`src/rtl/alu_md_ctrl.sv`:
```
// rtl/alu_md_ctrl.sv - EX-stage ALU control decode with iterative multiply/divide sequencer
module alu_md_ctrl #(
  parameter int DATA_W    = 32,
  parameter int MD_ENABLE = 1
) (
  input  logic              clk,
  input  logic              reset,
  input  logic              valid,
  input  logic              flush,
  input  logic [1:0]        alu_op,
  input  logic [5:0]        funct,
  input  logic [DATA_W-1:0] op_a,
  input  logic [DATA_W-1:0] op_b,
  output logic [3:0]        alu_control,
  output logic              md_busy,
  output logic              md_stall,
  output logic              md_done,
  output logic              mf_valid,
  output logic [DATA_W-1:0] mf_data,
  output logic [DATA_W-1:0] hi,
  output logic [DATA_W-1:0] lo
);

  localparam int CNT_W = (DATA_W > 2) ? $clog2(DATA_W) : 1;
  localparam bit MD_ON = (MD_ENABLE != 0);

  typedef enum logic [1:0] {
    S_IDLE = 2'd0,
    S_RUN  = 2'd1,
    S_FIN  = 2'd2
  } state_t;

  state_t state, state_nx;

  logic [CNT_W-1:0]  cnt;
  logic [DATA_W-1:0] w_hi, w_lo, b_reg, a_raw;
  logic [DATA_W-1:0] hi_r, lo_r;
  logic              is_div_r, neg_lo, neg_hi, div_zero;

  // mult/multu/div/divu share funct[5:2]=0110; funct[1] selects divide, funct[0] unsigned
  logic is_md, is_mf, is_rtype, start;
  assign is_rtype = (alu_op == 2'b10);
  assign is_md    = MD_ON && (funct[5:2] == 4'b0110);
  assign is_mf    = MD_ON && ((funct == 6'b010000) || (funct == 6'b010010));
  assign start    = valid && is_rtype && is_md && !flush && (state == S_IDLE);

  assign md_busy  = MD_ON && (state != S_IDLE);
  assign md_done  = MD_ON && (state == S_FIN);
  assign md_stall = valid && is_rtype && (is_md || is_mf) && md_busy;
  assign mf_valid = valid && is_mf && !md_busy;
  assign mf_data  = (funct == 6'b010000) ? hi_r : lo_r;
  assign hi       = hi_r;
  assign lo       = lo_r;

  // ALU operation select from main-control alu_op and funct/opcode bits
  always_comb begin
    alu_control = 4'b0000;
    case (alu_op)
      2'b00: alu_control = 4'b0010;
      2'b01: alu_control = 4'b0110;
      2'b10: begin
        if (is_md || is_mf) begin
          alu_control = 4'b1111;
        end else begin
          case (funct)
            6'b100000: alu_control = 4'b0010;
            6'b100010: alu_control = 4'b0110;
            6'b100100: alu_control = 4'b0000;
            6'b100101: alu_control = 4'b0001;
            6'b100110: alu_control = 4'b0011;
            6'b100111: alu_control = 4'b1100;
            6'b101010: alu_control = 4'b0111;
            default:   alu_control = 4'b0000;
          endcase
        end
      end
      default: begin
        case (funct[3:0])
          4'b1100: alu_control = 4'b0000;
          4'b1101: alu_control = 4'b0001;
          4'b1110: alu_control = 4'b0011;
          4'b1010: alu_control = 4'b0111;
          default: alu_control = 4'b0000;
        endcase
      end
    endcase
  end

  // Operand magnitudes taken at start; signed ops work on absolute values
  logic              op_signed;
  logic [DATA_W-1:0] a_abs, b_abs;
  assign op_signed = !funct[0];
  assign a_abs     = (op_signed && op_a[DATA_W-1]) ? -op_a : op_a;
  assign b_abs     = (op_signed && op_b[DATA_W-1]) ? -op_b : op_b;

  // Radix-2 step: multiply adds b_reg into the upper half then shifts right;
  // divide shifts the next dividend bit into the remainder and trial-subtracts
  logic [DATA_W:0]   mul_sum, div_shift, div_diff;
  logic              div_ge;
  logic [DATA_W-1:0] step_hi, step_lo;
  always_comb begin
    mul_sum   = {1'b0, w_hi} + (w_lo[0] ? {1'b0, b_reg} : {(DATA_W+1){1'b0}});
    div_shift = {w_hi, w_lo[DATA_W-1]};
    div_diff  = div_shift - {1'b0, b_reg};
    div_ge    = !div_diff[DATA_W];
    if (is_div_r) begin
      step_hi = div_ge ? div_diff[DATA_W-1:0] : div_shift[DATA_W-1:0];
      step_lo = {w_lo[DATA_W-2:0], div_ge};
    end else begin
      step_hi = mul_sum[DATA_W:1];
      step_lo = {mul_sum[0], w_lo[DATA_W-1:1]};
    end
  end

  // Sign correction and divide-by-zero override applied in FIN
  logic [2*DATA_W-1:0] prod_fix;
  logic [DATA_W-1:0]   fin_hi, fin_lo;
  always_comb begin
    prod_fix = neg_lo ? -{w_hi, w_lo} : {w_hi, w_lo};
    if (!is_div_r) begin
      fin_hi = prod_fix[2*DATA_W-1:DATA_W];
      fin_lo = prod_fix[DATA_W-1:0];
    end else if (div_zero) begin
      fin_hi = a_raw;
      fin_lo = {DATA_W{1'b1}};
    end else begin
      fin_hi = neg_hi ? -w_hi : w_hi;
      fin_lo = neg_lo ? -w_lo : w_lo;
    end
  end

  // Sequencer state register
  always_ff @(posedge clk) begin
    if (reset) state <= S_IDLE;
    else       state <= state_nx;
  end

  // Sequencer next state: DATA_W RUN cycles then a single FIN cycle
  always_comb begin
    state_nx = state;
    case (state)
      S_IDLE:  if (start) state_nx = S_RUN;
      S_RUN:   if (cnt == '0) state_nx = S_FIN;
      S_FIN:   state_nx = S_IDLE;
      default: state_nx = S_IDLE;
    endcase
  end

  // Working registers, iteration counter and HI/LO
  always_ff @(posedge clk) begin
    if (reset) begin
      cnt      <= '0;
      w_hi     <= '0;
      w_lo     <= '0;
      b_reg    <= '0;
      a_raw    <= '0;
      is_div_r <= 1'b0;
      neg_lo   <= 1'b0;
      neg_hi   <= 1'b0;
      div_zero <= 1'b0;
      hi_r     <= '0;
      lo_r     <= '0;
    end else begin
      case (state)
        S_IDLE: begin
          if (start) begin
            cnt      <= CNT_W'(DATA_W - 1);
            w_hi     <= '0;
            w_lo     <= a_abs;
            b_reg    <= b_abs;
            a_raw    <= op_a;
            is_div_r <= funct[1];
            neg_lo   <= op_signed && (op_a[DATA_W-1] ^ op_b[DATA_W-1]);
            neg_hi   <= op_signed && op_a[DATA_W-1];
            div_zero <= funct[1] && (op_b == '0);
          end
        end
        S_RUN: begin
          cnt  <= cnt - 1'b1;
          w_hi <= step_hi;
          w_lo <= step_lo;
        end
        S_FIN: begin
          hi_r <= fin_hi;
          lo_r <= fin_lo;
        end
        default: ;
      endcase
    end
  end

endmodule

```
`config.mk`:
```
export PLATFORM = sky130hd
export DESIGN_NAME = alu_md_ctrl
export DESIGN_NICKNAME = d
export VERILOG_FILES = /design/src/rtl/alu_md_ctrl.sv
export SDC_FILE = /design/constraint.sdc
export NUM_CORES = 1
export LEC_CHECK = 0
export BUFFER_PORTS_ARGS = -buffer_cell sky130_fd_sc_hd__buf_4
export CORE_MARGIN = 2
export CORE_UTILIZATION = 46
export CTS_CLUSTER_SIZE = 28
export DETAILED_ROUTE_END_ITERATION = 10
export PLACE_DENSITY = 0.71
export SLEW_MARGIN = 25
export SYNTH_ARGS = -nofsm -noshare
export SYNTH_HDL_FRONTEND = slang
export SYNTH_SLANG_ARGS = --single-unit
```
`constraint.sdc`:
```
create_clock -name clk -period 9.15 [get_ports clk]
set_clock_uncertainty 0.05 [all_clocks]
set_input_delay 0.915 -clock clk [delete_from_list [all_inputs] [get_ports clk]]
set_output_delay 0.915 -clock clk [all_outputs]
set_load 0.02 [all_outputs]
```
# ---- After elaboration in Yosys (flattened, before gate mapping)
# Index checks and enable logic that the tools add are counted.
dict set report op_classes {
  addsub 8
  n_eq_ne 18
  n_mux 27
  n_bitwise 1
  n_reduce_logical 27
}
# cell count
set ops {}
lappend ops {{$mux 32} 15}
lappend ops {{$neg 32->32} 4}
lappend ops {{$pmux 32 s2} 2}
lappend ops {{$mux 64} 1}
lappend ops {{$neg 64->64} 1}
lappend ops {{$eq 6x6->1 const B} 6}
lappend ops {{$add 32x32->33} 1}
lappend ops {{$sub 33x32->33} 1}
lappend ops {{$logic_not 32->1} 1}
lappend ops {{$pmux 4 s6} 1}
lappend ops {{$eq 4x4->1 const B} 3}
lappend ops {{$eq 6x5->1 const B} 2}
lappend ops {{$logic_and 1x1->1} 12}
lappend ops {{$pmux 4 s3} 1}
lappend ops {{$pmux 5 s2} 1}
lappend ops {{$pmux 3 s3} 1}
lappend ops {{$reduce_and 2->1} 3}
lappend ops {{$logic_not 5->1} 1}
lappend ops {{$mux 5} 1}
lappend ops {{$sub 5x1->5 const B} 1}
lappend ops {{$eq 2x1->1 const B} 2}
lappend ops {{$eq 2x2->1 const B} 2}
lappend ops {{$eq 4x3->1 const B} 1}
lappend ops {{$logic_not 1->1} 4}
lappend ops {{8 further kinds} 13}
dict set report totals {
  regBits 203
  input_bits 76
  word_cells 93
}

# ---- Depth between registers and ports, before layout
dict set report logic_depth {
  word_depth 7
  depth_mapped 15
  ltp_nobuf 13
}

# ---- Least setup slack after synthesis
# Ideal clock, no wire load.
dict set report synth_timing {
  kind {input -> output}
  from {input port funct[2]}
  to {output port md_stall}
  arrival_ns 2.331
  required_time_ns 8.185
  slack_ns 5.854
  stages 5
  n_path_buf 1
  cell_sequence {clkbuf_1 nor3b_2 nand2_1 or2_2 nor3b_1}
}
dict set report synth_via {
  elab_chain_cells 5
}
# item line
set synth_lines {}
lappend synth_lines {{start: declaration} 11} ;# input logic [5:0] funct,
lappend synth_lines {{$eq 6x5->1} 44} ;# assign is_mf = MD_ON && ((funct == 6'b010000) || (funct == 6'b010010));
lappend synth_lines {{$logic_or 1x1->1} 44}
lappend synth_lines {{$logic_or 1x1->1 *} 49} ;# assign md_stall = valid && is_rtype && (is_md || is_mf) && md_busy;
lappend synth_lines {{$logic_and 1x1->1 * (2 in series)} 49}
lappend synth_lines {{end: declaration} 16} ;# output logic md_stall,
# Every way passes the cells marked *; elsewhere a longest branch is shown, timed or not.

# ---- Final worst setup path
dict set report layout_timing {
  from {register w_lo[0]}
  to {register w_hi[28]}
}
dict set report layout_via {
  elab_chain_cells 4
}
# item line
set layout_lines {}
lappend layout_lines {{start: declaration} 36} ;# logic [DATA_W-1:0] w_hi, w_lo, b_reg, a_raw;
lappend layout_lines {{start signal: assignment} 169} ;# w_lo <= a_abs;
lappend layout_lines {{start signal: assignment} 181} ;# w_lo <= step_lo;
lappend layout_lines {{$mux 32} 102} ;# mul_sum = {1'b0, w_hi} + (w_lo[0] ? {1'b0, b_reg} : {(DATA_W+1){1'b0}});
lappend layout_lines {{$add 32x32->33} 102}
lappend layout_lines {{$mux 32} 106} ;# if (is_div_r) begin
lappend layout_lines {{$pmux 32 s2} 164} ;# case (state)
lappend layout_lines {{end signal: assignment} 180} ;# w_hi <= step_hi;
lappend layout_lines {{end: declaration} 36}
# Every way passes these cells.
# A chain may end at the register's enable or synchronous reset.

==> run_results.csv <==
group,metric,value,unit
outcome,status,"completed",
synthesis,syn_avg_cell_area,7.52,µm²
layout,register_area,0.00407,mm²
layout,final_common_cell,"nand2_1",
job,drv_cap,0,
routing,totalWireLength,55.5,mm
worst_setup_path,crit_family,"compound AO/OA/AOI/OAI gates",
worst_setup_path,cpPeakStageDelay,0.47,ns
layout,fillCellCount,3407,
routing,vias,16400,
synthesis,synth_cell_types,86,
floorplan,placementRows,69,
timing,worstMarginPinSlew,1.07,ns
floorplan,die_h,193,µm
routing,firstDrtPassIters,6,
clock_tree,ctsLongestPathBuffers,3,
synthesis,synth_seq_cells,203,
grt,grt_max_degree,104,
routing,ant_nets,0,
timing,rsz0062_at_grt,"no",
power,pwr-share-clk,0.499,
floorplan,die_area,0.0372,mm²
synthesis,synth_cells,2181,
grt,grt_pass1_wl,86.6,mm
clock_tree,cts_setup_buffers,0,
clock_tree,ctsHtreeMaxLevel,1,
worst_setup_path,crit_required,9.49,ns
power,p_int,1.60,mW
floorplan,die_x,193,µm
power,pwr-share-seq,0.414,
power,swShare,0.257,
timing,setup_tns,0,ns
placement,finalWeightedCongestion,0.973,
worst_setup_path,arrival,4.16,ns
floorplan,initial_utilization,0.464,
worst_setup_path,endpoint_kind,"flop",
grt,grt_overflow_total,0,
timing,period_minus_slack,3.82,ns
routing,viasPerCell,6.05,
clock_tree,clk_pin_slew,0.06,ns
layout,final_area,0.0187,mm²
worst_setup_path,critPathLaunchType,"flop",
placement,dpl_cell_area,0.0178,mm²
clock_tree,cts_resized,0,
synthesis,yosys_most_used_dff,"dfxtp_1",
timing,relSlewSlack,0.289,
clock_tree,cts_made_buffers,25,
floorplan,io_pins,180,
routing,first_iter_violations,1186,
worst_setup_path,slowest_stage,"a21oi_1",
synthesis,ys_warn_count,0,
placement,io_buffers,179,
clock_tree,cts_tree,"built",
layout,final_cell_mix,"nand2_1 (245), nor2_1 (216), dfxtp_1 (200)",
worst_setup_path,critPathMaxFanout,31,
timing,finalCritPeriodShare,0.418,
power,p_leak,7.52,nW
clock_tree,worstSkewPairLatency,0.57,ns
clock_tree,cts_hold_buf,0,
worst_setup_path,path_cells,"inv_1 -> buf_4 -> nor2_1 -> ha_1 -> a41oi_1 -> a31oi_1 -> a21oi_1 -> o211ai_1 -> a311oi_1 -> o21ai_0 -> xnor2_1 -> o221ai_1",
synthesis,synthesis.area,0.0164,mm²
power,combPwrFrac,0.087,
worst_setup_path,cp_num_buf_inv,2,
grt,antenna_found_initial,0,
routing,wl_per_cell,20.5,µm
routing,drc,0,
power,power_switching,0.552,mW
timing,hold_viol,0,
floorplan,core-area,0.0353,mm²
timing,drv_slew,0,
synthesis,synth-seq-area-share,0.248,
clock_tree,root_buffer,"clkbuf_16",
timing,timing.fmax,0.262,GHz
power,ir_worst_vdd,139,µV
layout,multiInputGateArea,0.0114,mm²
power,p_per_area,115,mW/mm²
grt,grt_pass1_vias,15400,
grt,grt_usage,0.296,
layout,n_antenna_cell,0,
timing,setup_viol,0,
worst_setup_path,path_class,"flop to flop",
synthesis,async_flop_share,0,
layout,layout-drive-gt1-share,0.139,
layout,syn2layout_area_growth,13.9,%
placement,place_hpwl,41.5,mm
synthesis,synth_nets,2329,
clock_tree,cts.sinks,203,
layout,nets,2377,
synthesis,synth_edf_count,0,
worst_hold_path,hold_path_class,"flop to flop",
-- layout make-up --
class,instances,area share
Tap cell,461,0.0309
Clock buffer,32,0.0376
Inverter,69,0.0139
Timing Repair Buffer,194,0.0781
Clock inverter,14,0.00978
Sequential cell,203,0.218
Multi-Input combinational cell,1736,0.612
-- cell usage after synthesis (5+ instances only) --
master,number,area [µm²]
o31ai_1,28,210
nand2_1,245,920
nor4_1,20,125
nor3_1,34,170
o21a_1,10,75.1
o221ai_1,7,61.3
o211ai_1,39,293
a211oi_1,136,1020
nand3_1,27,135
a22oi_1,14,105
or3_1,22,138
a21o_1,41,308
o31a_1,7,61.3
dfxtp_1,203,4060
nand4_1,20,125
ha_1,70,876
xor2_1,102,893
buf_2,7,35.0
nor2_1,216,811
o41ai_1,11,96.3
or2_2,8,50.1
and3_1,10,62.6
a211o_1,5,43.8
xnor2_1,99,867
mux2i_1,72,721
a21oi_1,177,886
mux2_2,32,360
nand2b_1,24,150
nor2b_1,16,100
o21ai_0,120,601
a31oi_1,13,81.3
or4_1,9,67.6
buf_1,10,37.5
and2_1,10,62.6
clkbuf_1,150,563
inv_1,68,255
o21ai_1,7,35.0
and4_1,6,52.6
-- cell families (layout without fill, tap and decap cells) --
family | after synthesis | in the layout | synth area share
AND/OR/NAND/NOR | 699 | 699 | 0.203
AO/OA/AOI/OAI | 658 | 658 | 0.261
buffers and inverters | 242 | 309 | 0.0576
flip-flops | 203 | 203 | 0.248
XOR/XNOR | 201 | 201 | 0.107
multiplexers | 106 | 106 | 0.0675
adder cells (fa/ha/maj) | 72 | 72 | 0.0559
-- power by group through the flow --
| stage | clock [mW] | combinational, mW | sequential [mW] |
|---|---|---|---|
| 2_1_floorplan | 0 | 0.116 | 0.907 |
| 3_3_place_gp | 0 | 0.184 | 0.908 |
| 3_5_place_dp | 0 | 0.186 | 0.908 |
| 4_1_cts | 1.08 | 0.187 | 0.888 |
| 5_1_grt | 1.12 | 0.204 | 0.888 |
| 6_report | 1.07 | 0.188 | 0.888 |
-- stage by stage --
step	cells	util	hold slack [ns]	setup WS (ns)	total power, mW
2_1_floorplan	2181	-	0.382	5.85	1.02
3_3_place_gp	2663	0.504	0.392	5.45	1.09
3_5_place_dp	2663	0.504	0.399	5.41	1.09
4_1_cts	2709	0.529	0.406	5.42	2.16
5_1_grt	2709	0.529	0.426	5.14	2.21
6_report	2709	0.529	0.406	5.33	2.15
-- worst paths after layout --
path,start,end,slack (ns),depth (start not counted)
worst max register to register,w_lo[0],w_hi[28],5.33,12
worst min-delay path,a_raw[30],a_raw[30],0.41,2
worst max-delay path,w_lo[0],w_hi[28],5.33,12
worst min register to register,a_raw[30],a_raw[30],0.41,2
-- routing by layer --
metal	global-route usage	part of all wire	wire length, µm
met1	0.370	0.42	23300
met2	0.491	0.46	25200
met3	0.0447	0.068	3790
met4	0.151	0.057	3140
met5	0	0	0
-- worst reg2reg max path, stage by stage (launching register included) --
cell and delay (ns):
dfxtp_1 0.41, inv_1 0.13, buf_4 0.38, nor2_1 0.11
ha_1 0.36, a41oi_1 0.27, a31oi_1 0.24, a21oi_1 0.48
o211ai_1 0.32, a311oi_1 0.47, o21ai_0 0.17, xnor2_1 0.17
o221ai_1 0.12
(Power assumes the default switching activity.)
